$ cat src/rtl/fetch_unit_if.sv
// rtl/fetch_unit_if.sv - fetch stage bundle: PC controls, memory read port, branch redirect, decode handshake
interface fetch_unit_if;
    logic [31:0] pc_in;
    logic        pc_inc;
    logic        pc_jump;
    logic [31:0] pc_target;
    logic        mem_req;
    logic [31:0] mem_addr;
    logic        mem_ack;
    logic [31:0] mem_data;
    logic        br_valid;
    logic [31:0] br_target;
    logic        ir_valid;
    logic        ir_ready;
    logic [31:0] ir_out;
    logic [31:0] ir_pc;
    logic        fault;

    modport master (
        input  pc_in, mem_ack, mem_data, br_valid, br_target, ir_ready,
        output pc_inc, pc_jump, pc_target, mem_req, mem_addr,
               ir_valid, ir_out, ir_pc, fault
    );

    modport slave (
        output pc_in, mem_ack, mem_data, br_valid, br_target, ir_ready,
        input  pc_inc, pc_jump, pc_target, mem_req, mem_addr,
               ir_valid, ir_out, ir_pc, fault
    );
endinterface

$ cat src/rtl/fetch_unit.sv
// rtl/fetch_unit.sv - single-buffer instruction fetch with branch redirect and memory watchdog
module fetch_unit #(
    parameter int unsigned TIMEOUT = 15
) (
    input  logic          clk,
    input  logic          reset,
    fetch_unit_if.master  bus
);

    localparam logic [1:0] S_FETCH = 2'd0;
    localparam logic [1:0] S_HOLD  = 2'd1;
    localparam logic [1:0] S_FAULT = 2'd2;

    logic [1:0]  state;
    logic [7:0]  wd_cnt;
    logic        ir_valid_q;
    logic [31:0] ir_out_q;
    logic [31:0] ir_pc_q;
    logic        fault_q;

    logic in_fetch;
    logic redirect;

    // Strobes are gated by reset so the PC never moves during the reset cycle.
    assign in_fetch = (state == S_FETCH) && !reset;
    assign redirect = bus.br_valid && !reset && (state != S_FAULT);

    assign bus.mem_req   = in_fetch;
    assign bus.mem_addr  = bus.pc_in;
    assign bus.pc_jump   = redirect;
    assign bus.pc_inc    = in_fetch && bus.mem_ack && !bus.br_valid;
    assign bus.pc_target = bus.br_valid ? bus.br_target : 32'd0;
    assign bus.ir_valid  = ir_valid_q;
    assign bus.ir_out    = ir_out_q;
    assign bus.ir_pc     = ir_pc_q;
    assign bus.fault     = fault_q;

    always_ff @(posedge clk) begin
        if (reset) begin
            state      <= S_FETCH;
            wd_cnt     <= 8'd0;
            ir_valid_q <= 1'b0;
            ir_out_q   <= 32'd0;
            ir_pc_q    <= 32'd0;
            fault_q    <= 1'b0;
        end else begin
            case (state)
                S_FETCH: begin
                    if (bus.br_valid) begin
                        wd_cnt <= 8'd0;
                    end else if (bus.mem_ack) begin
                        ir_out_q   <= bus.mem_data;
                        ir_pc_q    <= bus.pc_in;
                        ir_valid_q <= 1'b1;
                        wd_cnt     <= 8'd0;
                        state      <= S_HOLD;
                    end else if (wd_cnt == 8'(TIMEOUT - 1)) begin
                        fault_q <= 1'b1;
                        state   <= S_FAULT;
                    end else begin
                        wd_cnt <= wd_cnt + 8'd1;
                    end
                end
                S_HOLD: begin
                    // A redirect discards the held word even if decode is ready.
                    if (bus.br_valid || bus.ir_ready) begin
                        ir_valid_q <= 1'b0;
                        wd_cnt     <= 8'd0;
                        state      <= S_FETCH;
                    end
                end
                S_FAULT: begin
                    state <= S_FAULT;
                end
                default: begin
                    state <= S_FETCH;
                end
            endcase
        end
    end

endmodule

$ cat src/flat_wrapper.sv
// flat-port wrapper written by rule: the top's interface ports become plain ports
module fetch_unit_flat 
#(
    parameter int unsigned TIMEOUT = 15
)
  (clk, reset, bus_pc_in, bus_mem_ack, bus_mem_data, bus_br_valid, bus_br_target, bus_ir_ready, bus_pc_inc, bus_pc_jump, bus_pc_target, bus_mem_req, bus_mem_addr, bus_ir_valid, bus_ir_out, bus_ir_pc, bus_fault);
  fetch_unit_if bus_i ();
  input  logic clk;
  input  logic reset;
  input wire logic [$bits(bus_i.pc_in)-1:0] bus_pc_in;
  input wire logic [$bits(bus_i.mem_ack)-1:0] bus_mem_ack;
  input wire logic [$bits(bus_i.mem_data)-1:0] bus_mem_data;
  input wire logic [$bits(bus_i.br_valid)-1:0] bus_br_valid;
  input wire logic [$bits(bus_i.br_target)-1:0] bus_br_target;
  input wire logic [$bits(bus_i.ir_ready)-1:0] bus_ir_ready;
  output wire logic [$bits(bus_i.pc_inc)-1:0] bus_pc_inc;
  output wire logic [$bits(bus_i.pc_jump)-1:0] bus_pc_jump;
  output wire logic [$bits(bus_i.pc_target)-1:0] bus_pc_target;
  output wire logic [$bits(bus_i.mem_req)-1:0] bus_mem_req;
  output wire logic [$bits(bus_i.mem_addr)-1:0] bus_mem_addr;
  output wire logic [$bits(bus_i.ir_valid)-1:0] bus_ir_valid;
  output wire logic [$bits(bus_i.ir_out)-1:0] bus_ir_out;
  output wire logic [$bits(bus_i.ir_pc)-1:0] bus_ir_pc;
  output wire logic [$bits(bus_i.fault)-1:0] bus_fault;
  assign bus_i.pc_in = bus_pc_in;
  assign bus_i.mem_ack = bus_mem_ack;
  assign bus_i.mem_data = bus_mem_data;
  assign bus_i.br_valid = bus_br_valid;
  assign bus_i.br_target = bus_br_target;
  assign bus_i.ir_ready = bus_ir_ready;
  assign bus_pc_inc = bus_i.pc_inc;
  assign bus_pc_jump = bus_i.pc_jump;
  assign bus_pc_target = bus_i.pc_target;
  assign bus_mem_req = bus_i.mem_req;
  assign bus_mem_addr = bus_i.mem_addr;
  assign bus_ir_valid = bus_i.ir_valid;
  assign bus_ir_out = bus_i.ir_out;
  assign bus_ir_pc = bus_i.ir_pc;
  assign bus_fault = bus_i.fault;
  fetch_unit #(.TIMEOUT(TIMEOUT)) u_core (.clk(clk), .reset(reset), .bus(bus_i));
endmodule
$ cat config.mk
export PLATFORM = sky130hd
export DESIGN_NAME = fetch_unit_flat
export DESIGN_NICKNAME = d
export VERILOG_FILES = /design/src/rtl/fetch_unit_if.sv /design/src/rtl/fetch_unit.sv /design/src/flat_wrapper.sv
export SDC_FILE = /design/constraint.sdc
export NUM_CORES = 1
export LEC_CHECK = 0
export BUFFER_PORTS_ARGS = -buffer_cell sky130_fd_sc_hd__buf_2
export CORE_AREA = 2 2 90 92
export DETAILED_ROUTE_END_ITERATION = 6
export DIE_AREA = 0 0 92 94
export PLACE_DENSITY = 0.84
export SYNTH_ARGS = -nofsm -noshare
export SYNTH_HDL_FRONTEND = slang
export SYNTH_SLANG_ARGS = --single-unit
$ cat constraint.sdc
create_clock -name clk -period 3.7 [get_ports clk]
set_input_delay 0.37 -clock clk [delete_from_list [all_inputs] [get_ports clk]]
set_output_delay 0.37 -clock clk [all_outputs]
set_load 0.005 [all_outputs]
==> out/qor.yml, run 1 <==
grt_max_degree: 41
syn_area_per_cell_sq_um: 7.71
final_util_pct: 59.2
antenna_found_initial: 0
clockBufferDepth: 2
cts.htree.levels: 3
netlist_area_sq_um: 3310
yosysMostFrequentCell: "nand2_1"
rows: 32
clkTransAtPathRegs_ns: 0.08
tns_ns: 0
max_freq_mhz: 432
p_per_area_nw_per_um2: 399
drv_slew: 0
gr-usage-all-layers_pct: 19.3
routed_wirelength_mm: 8.72
grt_pass1_wl_mm: 13.6
netlist_instances: 429
met2_usage_pct: 36.5
routabilityCongestion: 0.830
peakVddDrop_uv: 215
cp-start-kind: "flop"
synthFlopType: "dfxtp_1"
syn-num-nets: 532
cp_slowest_cell: "nand3_2"
ctsHoldBuffers: 0
cts_tree: "built"
crit_start: "u_core.state[1]"
syn2layout_area_growth_pct: 36.2
hold_viol: 0
ys_seq_area_share_pct: 46.0
run_status: "finished, final reports clean"
rsz0062_at_grt: "false"
num_antenna_cells: 0
synth_area_leaders: "dfxtp_1 (46%), nand2_1 (15%), a21oi_1 (10%)"
cts_setup_buffers: 0
min_period_ns: 2.31
ys_ff_latch: 76
die_h_microns: 94
drtIter0Drc: 69
dieArea_sq_um: 8650
num_io_pins: 234
cts_buffers: 9
drcViolationCount: 0
synth.top_cell.area_share_pct: 46.0
leakagePower_nw: 2.22
postCtsResizedCells: 0
hpwl_mm: 6.68
vias: 3456
start_util_pct: 43.5
synth_cell_types: 34
dr.pass1.iters: 4
crit-reg2reg-launch: "u_core.state[1]"
required_ns: 3.33
drive_above_1_share_pct: 41.9
wl_per_cell_microns: 12.1
cpPeakStageDelay_ns: 0.56
cts_root_buffer: "clkbuf_8"
hold_class: "in2reg"
grt-ovfl-total: 0
worst-slew-pin-transition_ns: 0.718
synthTopCellsByCount: "nand2_1 (136), dfxtp_1 (76), a21oi_1 (69)"
finalSetupViolCount: 0
core-area_sq_um: 7610
routed_via_density: 4.78
io_buffers: 233
whs_ns: 0.265
clk_latency_ns: 0.34
fin_nets: 720
crit_chain: "nor2_1 > nand3_2 > nor2_1 > buf_2"
clock_skew_ns: 0.00852
cpMostUsedCell: "nor2_1"
min_from: "bus_mem_data[17]"
synth-edff-count: 0
cap_violations: 0
grt_pass1_vias: 3176
met1_usage_pct: 20.5
cp_max_fo: 36
cts_num_sinks: 76
yosysTopAreaCell: "dfxtp_1"
period_share_pct: 62.5
grt_use_met3_pct: 4.74
top_usage_layer: "met2"
die_width_microns: 92
critical_path_class: "reg2out"
fillers: 726
arrival_ns: 1.94
worst_slew_margin_rel_pct: 52.1
yosys_warnings: 0
synthArstFlopShare_pct: 0
endpoint_kind: "primary output"
ant_nets: 0
worst max-delay path, delay by kind of cell, from the launching register on:
kind                   cells  cell delay, ns
and+or+nand+nor            3            0.99
DFF                        1            0.47
buffers and inverters      1            0.14
kinds of logic after synthesis:
group,Yosys count,share of synthesized area [%]
compound gates,84,14.7
fa+ha+maj,2,0.756
buf+inv,64,11.1
flops,76,46.0
mux,1,0.303
simple gates,202,27.2
power by group:
group / internal (mW) / total (mW) / switching, mW
Combinational: 0.120 / 0.246 / 0.126
Sequential: 0.852 / 0.870 / 0.0180
Clock: 0.395 / 0.681 / 0.286
Total: 1.37 / 1.80 / 0.430
flip-flops by register name, indices dropped and copies added (netlist names):
name / cells
u_core.state: 2
u_core.bus.fault: 1
u_core.bus.ir_pc: 32
u_core.bus.ir_valid: 1
u_core.wd_cnt: 8
u_core.bus.ir_out: 32
per-stage QoR:
step	std cells	worst slack, ns	area (sq um)	total power, mW
2_1_floorplan	429	1.97	3310	1.02
3_3_place_gp	708	1.63	4290	1.13
3_5_place_dp	708	1.51	4290	1.14
5_1_grt	723	1.18	4510	1.89
6_report	723	1.39	4510	1.80
4_1_cts	723	1.36	4510	1.82
cell usage in the layout, fill, tap and decap left out, types with 3 or more instances in the layout:
cell type  Yosys  final
clkbuf_8       0     10
or3_1          4      4
o21ai_0        3      3
nand3_1        4      3
dfxtp_1       76     76
buf_2          6    233
a21oi_1       69     69
nand2_1      136    136
and2_1        32     32
nor2_1        10     10
a211oi_1       4      4
nor3_1         6      6
buf_4         32      4
inv_1          4      4
worst paths after layout:
check             slack, ns                    end  cells after the start
setup / recovery       1.39             bus_pc_inc                      4
hold / removal         0.27  u_core.bus.ir_out[17]                      3
setup reg to reg       1.69  u_core.bus.ir_out[19]                      5
hold reg to reg        0.45   u_core.bus.ir_pc[11]                      2
final cells by class:
| type | count | area, sq um | area share, % |
|---|---|---|---|
| Clock buffer | 11 | 141 | 3.14 |
| Timing Repair Buffer | 237 | 1200 | 26.5 |
| Clock inverter | 4 | 73.8 | 1.64 |
| Tap cell | 102 | 128 | 2.83 |
| Sequential cell | 76 | 1520 | 33.8 |
| Multi-Input combinational cell | 289 | 1430 | 31.7 |
| Inverter | 4 | 15.0 | 0.333 |
routing by layer:
metal	vias up	part of all wire, %
li1	1743	-
met1	1554	38
met2	145	52
met3	14	7.7
met4	0	1.7
met5	-	0
Note: power is estimated with default switching activity, not from simulation.
==> run 2: changes to the inputs <==
--- a/config.mk
+++ b/config.mk
@@ -6,10 +6,9 @@
 export NUM_CORES = 1
 export LEC_CHECK = 0
 export BUFFER_PORTS_ARGS = -buffer_cell sky130_fd_sc_hd__buf_2
-export CORE_AREA = 2 2 90 92
+export CORE_UTILIZATION = 37
 export DETAILED_ROUTE_END_ITERATION = 6
-export DIE_AREA = 0 0 92 94
-export PLACE_DENSITY = 0.84
+export PLACE_DENSITY = 0.76
 export SYNTH_ARGS = -nofsm -noshare
 export SYNTH_HDL_FRONTEND = slang
 export SYNTH_SLANG_ARGS = --single-unit
==> constraint.sdc (replaced) <==
create_clock -name clk -period 1.95 [get_ports clk]
set_input_delay 0.195 -clock clk [delete_from_list [all_inputs] [get_ports clk]]
set_output_delay 0.195 -clock clk [all_outputs]
set_load 0.005 [all_outputs]
==> run 2 against run 1 <==
Total power increased by 92%. Critical endpoint is now u_core.wd_cnt[3]. Utilization is 6.6 points lower. Flip-flop and latch count is the same. Register-to-register slack got worse by 1.5 ns. Global-route usage fell by 0.87 points. Cell count is 1.5% higher. Count of clock-buffer cells in the layout unchanged.
==> out/qor.yml, run 2 (same netlist as run 1, synthesis figures left out) <==
cts_tree: "built"
period_share_pct: 90.6
critical_path_class: "reg2reg"
vias: 3416
max_freq_mhz: 566
worst-slew-pin-transition_ns: 0.412
num_io_pins: 234
syn2layout_area_growth_pct: 38.1
drive_above_1_share_pct: 42.2
grt_max_degree: 76
gr-usage-all-layers_pct: 18.4
ant_nets: 0
rows: 34
finalSetupViolCount: 0
switching_share_pct: 25.0
min_period_ns: 1.77
num_antenna_cells: 0
pwr-share-clk_pct: 38.1
arrival_ns: 2.02
endpoint_kind: "flop"
whs_ns: 0.0734
final_util_pct: 52.7
seq_power_share_pct: 47.9
grt_pass1_vias: 2840
clock_skew_ns: 0.0101
hpwl_mm: 6.88
core-area_sq_um: 8680
drcViolationCount: 0
fin_ws_ns: 0.183
clkTransAtPathRegs_ns: 0.09
grt_pass1_wl_mm: 13.2
cts_root_buffer: "clkbuf_8"
die_h_microns: 96.6
routabilityCongestion: 0.825
combinationalPowerShare_pct: 14.0
p_per_area_nw_per_um2: 754
p_switching_mw: 0.861
wl_per_cell_microns: 12.4
hold_class: "in2reg"
cts.htree.levels: 3
fin_nets: 724
leakagePower_nw: 2.25
dr.pass1.iters: 6
drtIter0Drc: 94
clk_latency_ns: 0.35
cts_num_sinks: 76
start_util_pct: 38.1
fillers: 854
cp-start-kind: "flop"
cap_violations: 0
clockBufferDepth: 2
required_ns: 2.21
post-place-cells: 718
dieArea_sq_um: 9320
grt-ovfl-total: 0
cts_buffers: 9
routed_wirelength_mm: 9.09
peakVddDrop_uv: 461
final_common_cell: "buf_2"
rsz0062_at_grt: "false"
worst_slew_margin_rel_pct: 72.4
antenna_found_initial: 0
layout_common_cells: "buf_2 (233), nand2_1 (136), dfxtp_1 (76), a21oi_1 (69), and2_1 (32)"
drv_slew: 0
cp_max_fo: 6
die_width_microns: 96.6
routed_via_density: 4.65
hold_viol: 0
run_status: "finished, final reports clean"
p_int_mw: 2.58
io_buffers: 233
tns_ns: 0
final_cells: 734
place_ws_ns: 0.0800
[run 2: cell types whose count changed in the layout (fill, tap and decap cells not counted), sizes merged]
cell,change
buf,+4
clkinv,-1
clkinvlp,+1
inv,+1
[run 2: timing repair]
action | in CTS | in global routing
setup endpoints to repair | 0 | 2
setup buffers | 0 | 0
hold buffers | 0 | 0
resized for setup | 0 | 0
[run 2: layout make-up]
cell class                      count  area (sq um)  area share (%)
Clock buffer                       11           131            2.88
Sequential cell                    76          1520            33.3
Timing Repair Buffer              241          1250            27.4
Tap cell                          108           135            2.96
Inverter                            4          15.0           0.329
Multi-Input combinational cell    289          1430            31.3
Clock inverter                      5          85.1            1.86
[run 2: power groups by stage]
stage,clock (mW),sequential (mW),combinational [mW]
floorplan,0,1.69,0.246
CTS,1.36,1.65,0.489
finish,1.31,1.65,0.482
global route,1.42,1.66,0.547
global placement,0,1.68,0.477
detailed placement,0,1.69,0.487
[run 2: through the flow]
stage               power [mW]  cell area (sq um)
floorplan                 1.93               3310
global placement          2.16               4350
detailed placement        2.17               4350
CTS                       3.49               4570
global route              3.63               4570
finish                    3.44               4570
[run 2: final timing paths]
| check | start | end | slack [ns] | cells past startpoint |
|---|---|---|---|---|
| worst max register to register | u_core.wd_cnt[4] | u_core.wd_cnt[3] | 0.18 | 4 |
| worst min register to register | u_core.bus.ir_pc[7] | u_core.bus.ir_pc[7] | 0.45 | 2 |
| worst min-delay path | bus_mem_data[31] | u_core.bus.ir_out[31] | 0.07 | 3 |
| worst max-delay path | u_core.wd_cnt[4] | u_core.wd_cnt[3] | 0.18 | 4 |
[run 2: routing by layer]
metal | part of all wire [%] | global-route usage [%] | up-vias
li1 | - | - | 1745
met5 | 0 | 0 | -
met2 | 49 | 31.8 | 126
met4 | 1.2 | 6.74 | 0
met1 | 43 | 22.2 | 1533
met3 | 6.2 | 4.46 | 12
[run 2: worst max-delay path, stage by stage (launching register included)]
cell	delay, ns
dfxtp_1	0.36
or4_4	0.57
o41ai_4	0.37
nor2_2	0.14
a311oi_2	0.25
